### src/rtl/imem_loader.sv
// rtl/imem_loader.sv - boot-time loader that writes a framed UART byte stream into instruction RAM
//
// Purpose:
//   Receives SYNC, CNT_LO, CNT_HI, then CNT little-endian 32-bit words (and an
//   optional CHK byte). Each word is written through the instruction RAM write
//   port. The CPU is held in reset until the whole image has been accepted.
//
// Optional feature:
//   LOADER_CHECKSUM_EN  when defined, a trailing CHK byte (XOR of all data bytes)
//                       must match for the image to be accepted.
//
// Ports:
//   clk         system clock
//   reset       synchronous, active-high reset
//   rx_data     received byte, qualified by rx_valid
//   rx_valid    one-cycle strobe per received byte
//   we          instruction RAM write enable, one-cycle pulse per word
//   waddr       word-aligned byte address of the word being written
//   wdata       instruction word {b3,b2,b1,b0}, b0 received first
//   cpu_hold    1 keeps the CPU in reset
//   load_done   image complete and accepted (level)
//   load_error  frame rejected (level)
module imem_loader #(
    parameter int          ADDR_W = 12,
    parameter logic [7:0]  SYNC   = 8'hA5
) (
    input  logic        clk,
    input  logic        reset,
    input  logic [7:0]  rx_data,
    input  logic        rx_valid,
    output logic        we,
    output logic [31:0] waddr,
    output logic [31:0] wdata,
    output logic        cpu_hold,
    output logic        load_done,
    output logic        load_error
);

    localparam logic [2:0] ST_IDLE   = 3'd0;
    localparam logic [2:0] ST_CNT_LO = 3'd1;
    localparam logic [2:0] ST_CNT_HI = 3'd2;
    localparam logic [2:0] ST_DATA   = 3'd3;
    localparam logic [2:0] ST_DONE   = 3'd4;
    localparam logic [2:0] ST_ERR    = 3'd5;
`ifdef LOADER_CHECKSUM_EN
    localparam logic [2:0] ST_CHK    = 3'd6;
    // State entered once all words (possibly none) have been received.
    localparam logic [2:0] ST_AFTER  = ST_CHK;
`else
    localparam logic [2:0] ST_AFTER  = ST_DONE;
`endif

    // Largest legal word count; compared in 17 bits so 2**ADDR_W itself is representable.
    localparam logic [16:0] MAX_WORDS = 17'(1) << ADDR_W;

    logic [2:0]        state;
    logic [15:0]       cnt;
    logic [ADDR_W:0]   word_idx;
    logic [1:0]        byte_idx;
    logic [23:0]       wbuf;
`ifdef LOADER_CHECKSUM_EN
    logic [7:0]        chk;
`endif

    logic              sync_hit;
    logic [16:0]       cnt_full;
    logic [ADDR_W:0]   idx_next;
    logic              last_word;

    assign sync_hit  = rx_valid && (rx_data == SYNC);
    assign cnt_full  = {1'b0, rx_data, cnt[7:0]};
    assign idx_next  = word_idx + (ADDR_W+1)'(1);
    assign last_word = (17'(idx_next) == {1'b0, cnt});

    always_ff @(posedge clk) begin
        if (reset) begin
            state      <= ST_IDLE;
            we         <= 1'b0;
            waddr      <= 32'd0;
            wdata      <= 32'd0;
            cpu_hold   <= 1'b1;
            load_done  <= 1'b0;
            load_error <= 1'b0;
            cnt        <= 16'd0;
            word_idx   <= '0;
            byte_idx   <= 2'd0;
            wbuf       <= 24'd0;
`ifdef LOADER_CHECKSUM_EN
            chk        <= 8'd0;
`endif
        end else begin
            we <= 1'b0;
            // Status outputs follow the state one cycle late, so the release of
            // cpu_hold always lands after the final write pulse. A SYNC byte in
            // DONE/ERR re-asserts hold and clears the status in the same edge.
            cpu_hold   <= !((state == ST_DONE) && !sync_hit);
            load_done  <= (state == ST_DONE) && !sync_hit;
            load_error <= (state == ST_ERR) && !sync_hit;

            if (rx_valid) begin
                case (state)
                    ST_IDLE, ST_DONE, ST_ERR: begin
                        if (sync_hit) begin
                            state <= ST_CNT_LO;
                        end
                    end
                    ST_CNT_LO: begin
                        cnt[7:0] <= rx_data;
                        word_idx <= '0;
                        byte_idx <= 2'd0;
`ifdef LOADER_CHECKSUM_EN
                        chk      <= 8'd0;
`endif
                        state    <= ST_CNT_HI;
                    end
                    ST_CNT_HI: begin
                        cnt[15:8] <= rx_data;
                        if (cnt_full == 17'd0) begin
                            state <= ST_AFTER;
                        end else if (cnt_full > MAX_WORDS) begin
                            state <= ST_ERR;
                        end else begin
                            state <= ST_DATA;
                        end
                    end
                    ST_DATA: begin
`ifdef LOADER_CHECKSUM_EN
                        chk <= chk ^ rx_data;
`endif
                        byte_idx <= byte_idx + 2'd1;
                        case (byte_idx)
                            2'd0: wbuf[7:0]   <= rx_data;
                            2'd1: wbuf[15:8]  <= rx_data;
                            2'd2: wbuf[23:16] <= rx_data;
                            default: begin
                                we       <= 1'b1;
                                wdata    <= {rx_data, wbuf};
                                waddr    <= 32'({word_idx, 2'b00});
                                word_idx <= idx_next;
                                if (last_word) begin
                                    state <= ST_AFTER;
                                end
                            end
                        endcase
                    end
`ifdef LOADER_CHECKSUM_EN
                    ST_CHK: begin
                        state <= (rx_data == chk) ? ST_DONE : ST_ERR;
                    end
`endif
                    default: state <= ST_IDLE;
                endcase
            end
        end
    end

endmodule

### config.mk
export PLATFORM = sky130hd
export DESIGN_NAME = imem_loader
export DESIGN_NICKNAME = d
export VERILOG_FILES = /design/src/rtl/imem_loader.sv
export SDC_FILE = /design/constraint.sdc
export NUM_CORES = 1
export LEC_CHECK = 0
export BUFFER_PORTS_ARGS = -buffer_cell sky130_fd_sc_hd__buf_2
export CAP_MARGIN = 15
export CORE_ASPECT_RATIO = 2
export CORE_UTILIZATION = 45
export DETAILED_ROUTE_END_ITERATION = 6
export GPL_TIMING_DRIVEN = 0
export PLACE_DENSITY = 0.66
export SKIP_CTS_REPAIR_TIMING = 1
export SYNTH_ARGS = -nofsm -noshare
export SYNTH_HDL_FRONTEND = slang
export SYNTH_SLANG_ARGS = --single-unit
### constraint.sdc
create_clock -name clk -period 2.35 [get_ports clk]
set_input_delay 0.3525 -clock clk [delete_from_list [all_inputs] [get_ports clk]]
set_output_delay 0.3525 -clock clk [all_outputs]
set_load 0.03 [all_outputs]
==> run_results.csv, run 1 <==
group,metric,value,unit
status,status,"complete, no violations",
finish,nFillCells,991,
detailed_routing,drcViolationCount,0,
detailed_routing,avgViaCountPerCell,5.27,
floorplanning,die_width,74.8,um
finish,fin_nets,676,
global_routing,grt_pass1_vias,4109,
cts,cts_sinks,107,
detailed_routing,drt_first_iter_violations,255,
critical_path,critPathKind,"flop to flop",
timing,finalClockSkew,0.00692,ns
cts,ctsHtreeMaxLevel,3,
flow_run,maxCapViolations,0,
pwr,switching_power,800,uW
pwr,p_int,2.72,mW
synthesis,synthFlopType,"dfxtp_1",
floorplanning,rows,52,
timing,setup_ws,0.157,ns
synthesis,yosysSeqAreaShare,0.450,
pwr,p_per_area,631,mW/mm^2
detailed_routing,met2WireLength,6990,um
finish,area_growth,16.9,%
critical_path,cp-end-kind,"flop",
floorplanning,core,0.0102,sq mm
floorplanning,die_area,0.0110,sq mm
global_routing,grt_pass1_wl,20100,um
placed_design,gp_congestion,0.886,
placed_design,io_buffers,49,
cts,cts_buffers,9,
placed_design,place_ws,0.0126,ns
synthesis,yosys_warnings,0,
detailed_routing,highest-signal-layer,"met4",
finish,final_cell_area,0.00557,sq mm
finish,fin_util,0.545,
floorplanning,ios,79,
timing,relSlewSlack,0.572,
critical_path,worstPathRequired,2.64,ns
pwr,leakagePower,2.14,nW
synthesis,netlist_area,0.00476,sq mm
timing,worst_slew_pin_slew,0.641,ns
placed_design,placed_area,0.00525,sq mm
floorplanning,die_y,148,um
floorplanning,initial_core_util,0.466,
global_routing,grt-ovfl-total,0,
detailed_routing,avgRoutedWirePerCell,15.4,um
finish,multi_input_area,0.00229,sq mm
cts,path_clk_slew,0.07,ns
detailed_routing,first_pass_iters,5,
critical_path,crit_arrival,2.48,ns
timing,setup_viol,0,
pwr,p_sw_frac,0.228,
synthesis,synth_top_area_frac,0.450,
synthesis,synth.largest_area_cell,"dfxtp_1",
critical_path,start_kind,"flop",
synthesis,synth_area_per_cell,8.19,sq um
cts,cts_tree,"done",
finish,antenna_cells,0,
pwr,p_clk_frac,0.439,
placed_design,hpwl,9200,um
cts,clk_path_buf_depth,2,
cts,cts_root_buf,"clkbuf_16",
detailed_routing,wl_met3,465,um
global_routing,grt_max_degree,18,
synthesis,yosysUniqueCellTypes,56,
timing,slew_violations,0,
synthesis,synth_edf_count,0,
synthesis,synthTopCellsByArea,"dfxtp_1, nand2_1, a21oi_1, buf_4, nand3_1",
timing,fin_crit,2.19,ns
pwr,comb_power_share,0.045,
synthesis,ys_top_cells_by_count,"nand2_1, dfxtp_1, a21oi_1, nand3_1, clkbuf_1",
timing,hold_violations,0,
critical_path,crit_fanout,7,
detailed_routing,wirelength_met1,4380,um
global_routing,grt_usage,0.243,
detailed_routing,drt_wl_total,12300,um
global_routing,antenna_found_initial,0,
synthesis,ys_ff_latch,107,
timing,fmax,456,MHz
finish,drive_gt1_frac,0.179,
timing,period_share,0.933,
pwr,ir_drop,0.385,mV
detailed_routing,num_vias,4213,
synthesis,synth_cells,582,
hold_path,min_path_type,"input port to flop",
synthesis,synth_most_common_cell,"nand2_1",
placed_design,dp_cells,784,
finish,final-seq-area,0.00214,sq mm
detailed_routing,antenna_left,0,
finish,fin_cells,800,
cts,clock_latency,0.35,ns
synthesis,synth-async-reset-ratio,0,
pwr,p_seq_frac,0.516,
worst max-delay path, stage by stage (launching register included):
cell and delay, ns:
dfxtp_1 0.38, clkbuf_2 0.24, nand4_1 0.22, nor2_2 0.27, a311oi_1 0.13, o211ai_1 0.47, o31a_1 0.24, mux2i_1 0.18
final timing paths:
kind | from | to | slack, ns | cells past startpoint
min reg2reg | wdata[11] | wdata[11] | 0.45 | 2
max reg2reg | word_idx[0] | state[2] | 0.16 | 7
max | word_idx[0] | state[2] | 0.16 | 7
min | rx_data[6] | cnt[6] | 0.28 | 3
layer usage:
metal	global-route usage	vias to the layer above
li1	-	2076
met1	0.235	1967
met2	0.459	129
met3	0.0429	41
met4	0.128	0
met5	0	-
cell usage in the layout (no fill, tap or decap), types with 11 or more instances in the layout:
cell	Yosys	final
dfxtp_1	107	106
nand3_1	30	30
o21ai_0	11	11
clkbuf_1	29	29
nand2_1	149	149
xnor2_1	12	12
buf_4	21	21
buf_2	6	55
nor2_1	18	16
mux2i_1	11	11
conb_1	1	19
a21oi_1	84	84
power by group through the flow:
| stage | Clock (mW) | Combinational (mW) | Sequential, mW |
|---|---|---|---|
| after floorplan | 0 | 0.122 | 1.85 |
| after global placement | 0 | 0.154 | 1.85 |
| after detailed placement | 0 | 0.155 | 1.85 |
| after CTS | 1.57 | 0.155 | 1.81 |
| after global routing | 1.66 | 0.166 | 1.81 |
| final | 1.54 | 0.158 | 1.81 |
cells by family (layout without fill, tap and decap cells):
kind of cell / count (synthesis) / after routing / share of synthesized area
xor+xnor: 20 / 20 / 0.0383
flops: 107 / 107 / 0.450
mux: 12 / 12 / 0.0263
compound gates: 121 / 121 / 0.145
simple gates: 245 / 245 / 0.238
buf+inv: 71 / 136 / 0.0885
other cells: 1 / 19 / 0.000787
fa+ha+maj: 5 / 5 / 0.0131
flip-flops by register name, summed over array words and instances (netlist names):
signal      flops
wdata          32
cnt            16
load_error      1
byte_idx        2
wbuf           24
cpu_hold        1
we              1
waddr          13
word_idx       13
state           3
load_done       1
final cells by class:
type	instances	share of cell area
well taps	135	0.0303
flip-flops and latches	107	0.385
clock inverters	5	0.0112
repair buffers	49	0.0440
clock buffers	11	0.0436
multi-input cells	422	0.410
inverters	4	0.00269
plain buffers	67	0.0732
stage by stage:
| step | total power, mW | hold WS, ns | TNS (ns) |
|---|---|---|---|
| final | 3.52 | 0.285 | 0 |
| after global routing | 3.64 | 0.303 | -0.00622 |
| after CTS | 3.53 | 0.280 | -0.0271 |
| after detailed placement | 2.01 | 0.443 | 0 |
| after global placement | 2.01 | 0.440 | 0 |
| after floorplan | 1.98 | 0.432 | 0 |
Note: power is estimated with default switching activity, not from simulation.
==> run 2: changes to the inputs <==
- PLACE_DENSITY: 0.66 -> 0.69
- clock period: 2.35 -> 1.9 ns (I/O delays scaled with it)
==> run_results.csv, run 2 (synthesis results as in run 1) <==
group,metric,value,unit
detailed_routing,avgViaCountPerCell,5.22,
global_routing,grt_usage,0.226,
finish,fin_util,0.555,
pwr,ir_drop,0.504,mV
critical_path,crit_chain,"ha_4 -> and4_1 -> buf_6 -> nand4_1 -> xnor2_1 -> o211ai_1 -> buf_4 -> nor3_2 -> a21oi_1",
hold_path,worstHoldStart,"rx_data[6]",
finish,layout_common_cells,"nand2_1, dfxtp_1, a21oi_1, buf_2, buf_4",
critical_path,crit_start,"word_idx[0]",
critical_path,crit_fanout,7,
floorplanning,die_y,148,um
detailed_routing,drcViolationCount,0,
detailed_routing,drt_first_iter_violations,235,
finish,nFillCells,992,
timing,relSlewSlack,0.592,
pwr,p_sw_frac,0.235,
status,violations,"negative setup slack",
timing,fmax,472,MHz
finish,fin_cells,809,
timing,rsz0062_at_grt,"yes",
finish,drive_gt1_frac,0.214,
floorplanning,core,0.0102,sq mm
finish,final_cell_area,0.00567,sq mm
finish,largest_reg_flops,32,
critical_path,reg2reg_from,"word_idx[0]",
pwr,leakagePower,2.21,nW
critical_path,cpLargestDelayFamily,"simple AND/OR/NAND/NOR gates",
finish,layout_commonest_cell,"nand2_1",
global_routing,antenna_found_initial,0,
timing,slew_violations,0,
critical_path,critical-path-max-stage-delay,0.36,ns
critical_path,crit_arrival,2.35,ns
placed_design,dp_cells,784,
critical_path,start_kind,"flop",
floorplanning,initial_core_util,0.466,
timing,setup_viol,3,
pwr,comb_power_share,0.047,
placed_design,hpwl,8960,um
timing,hold_violations,0,
placed_design,io_buffers,49,
cts,cts_buffers,9,
critical_path,worstPathRequired,2.13,ns
pwr,p_clk_frac,0.417,
detailed_routing,first_pass_iters,5,
timing,worst_slew_pin_slew,0.612,ns
timing,hold_ws,0.224,ns
cts,cts_sinks,107,
flow_run,maxCapViolations,0,
cts,cts_tree,"done",
hold_path,min_path_type,"input port to flop",
detailed_routing,num_vias,4226,
timing,tns,-0.630,ns
floorplanning,die_area,0.0110,sq mm
cts,cts_root_buf,"clkbuf_16",
cts,ctsHtreeMaxLevel,3,
global_routing,grt_pass1_wl,18900,um
global_routing,grt-ovfl-total,0,
detailed_routing,antenna_left,0,
timing,finalClockSkew,0.00760,ns
placed_design,placed_area,0.00525,sq mm
finish,regMostFlops,"wdata",
global_routing,grt_pass1_vias,3963,
cts,path_clk_slew,0.07,ns
cts,clock_latency,0.35,ns
pwr,p_per_area,737,mW/mm^2
status,status,"complete, but fails checks",
pwr,switching_power,981,uW
floorplanning,rows,52,
timing,setup_ws,-0.219,ns
finish,antenna_cells,0,
cts,clk_path_buf_depth,2,
finish,top_regs,"wdata: 32 flops, wbuf: 24 flops, cnt: 16 flops",
floorplanning,ios,79,
placed_design,gp_congestion,0.857,
finish,area_growth,18.9,%
timing,fin_crit,2.12,ns
floorplanning,die_width,74.8,um
pwr,p_total,4.18,mW
critical_path,critPathKind,"flop to flop",
finish,fin_nets,685,
detailed_routing,avgRoutedWirePerCell,15.2,um
global_routing,grt_max_degree,18,
critical_path,path_buf_inv,2,
pwr,p_seq_frac,0.536,
placed_design,place_ws,-0.323,ns
critical_path,cp-end-kind,"flop",
detailed_routing,drt_wl_total,12300,um
pwr,p_int,3.20,mW
timing,period_share,1.12,
critical_path,crit_path_top_delay_cell,"dfxtp_2",
-- run 2: final timing paths --
path / to / slack (ns) / cells after the start
max: state[0] / -0.22 / 9
min reg2reg: wdata[10] / 0.45 / 2
max reg2reg: state[0] / -0.22 / 9
min: wdata[30] / 0.22 / 3
-- run 2: layout make-up --
| class | instances | area [sq um] | share of cell area |
|---|---|---|---|
| plain buffers | 66 | 413 | 0.0729 |
| clock buffers | 12 | 236 | 0.0417 |
| clock inverters | 4 | 33.8 | 0.00596 |
| inverters | 4 | 15.0 | 0.00265 |
| multi-input cells | 422 | 2330 | 0.411 |
| flip-flops and latches | 107 | 2150 | 0.379 |
| well taps | 135 | 169 | 0.0298 |
| repair buffers | 59 | 320 | 0.0565 |
-- run 2: metal layers --
layer	vias up	global-route usage	wire length (um)
met2	127	0.402	6780
li1	2090	-	-
met5	-	0	0
met3	40	0.0409	445
met1	1969	0.232	4530
met4	0	0.143	564
-- run 2: power by group through the flow --
| stage | sequential, mW | combinational, mW | clock, mW |
|---|---|---|---|
| after CTS | 2.24 | 0.190 | 1.77 |
| after floorplan | 2.29 | 0.151 | 0 |
| after global placement | 2.29 | 0.188 | 0 |
| after global routing | 2.24 | 0.205 | 1.88 |
| final | 2.24 | 0.194 | 1.74 |
| after detailed placement | 2.29 | 0.188 | 0 |
-- run 2: worst register-to-register path: stages (launching register included) --
cell	delay, ns
dfxtp_2	0.36
ha_4	0.14
and4_1	0.20
buf_6	0.14
nand4_1	0.20
xnor2_1	0.25
o211ai_1	0.27
buf_4	0.22
nor3_2	0.15
a21oi_1	0.08
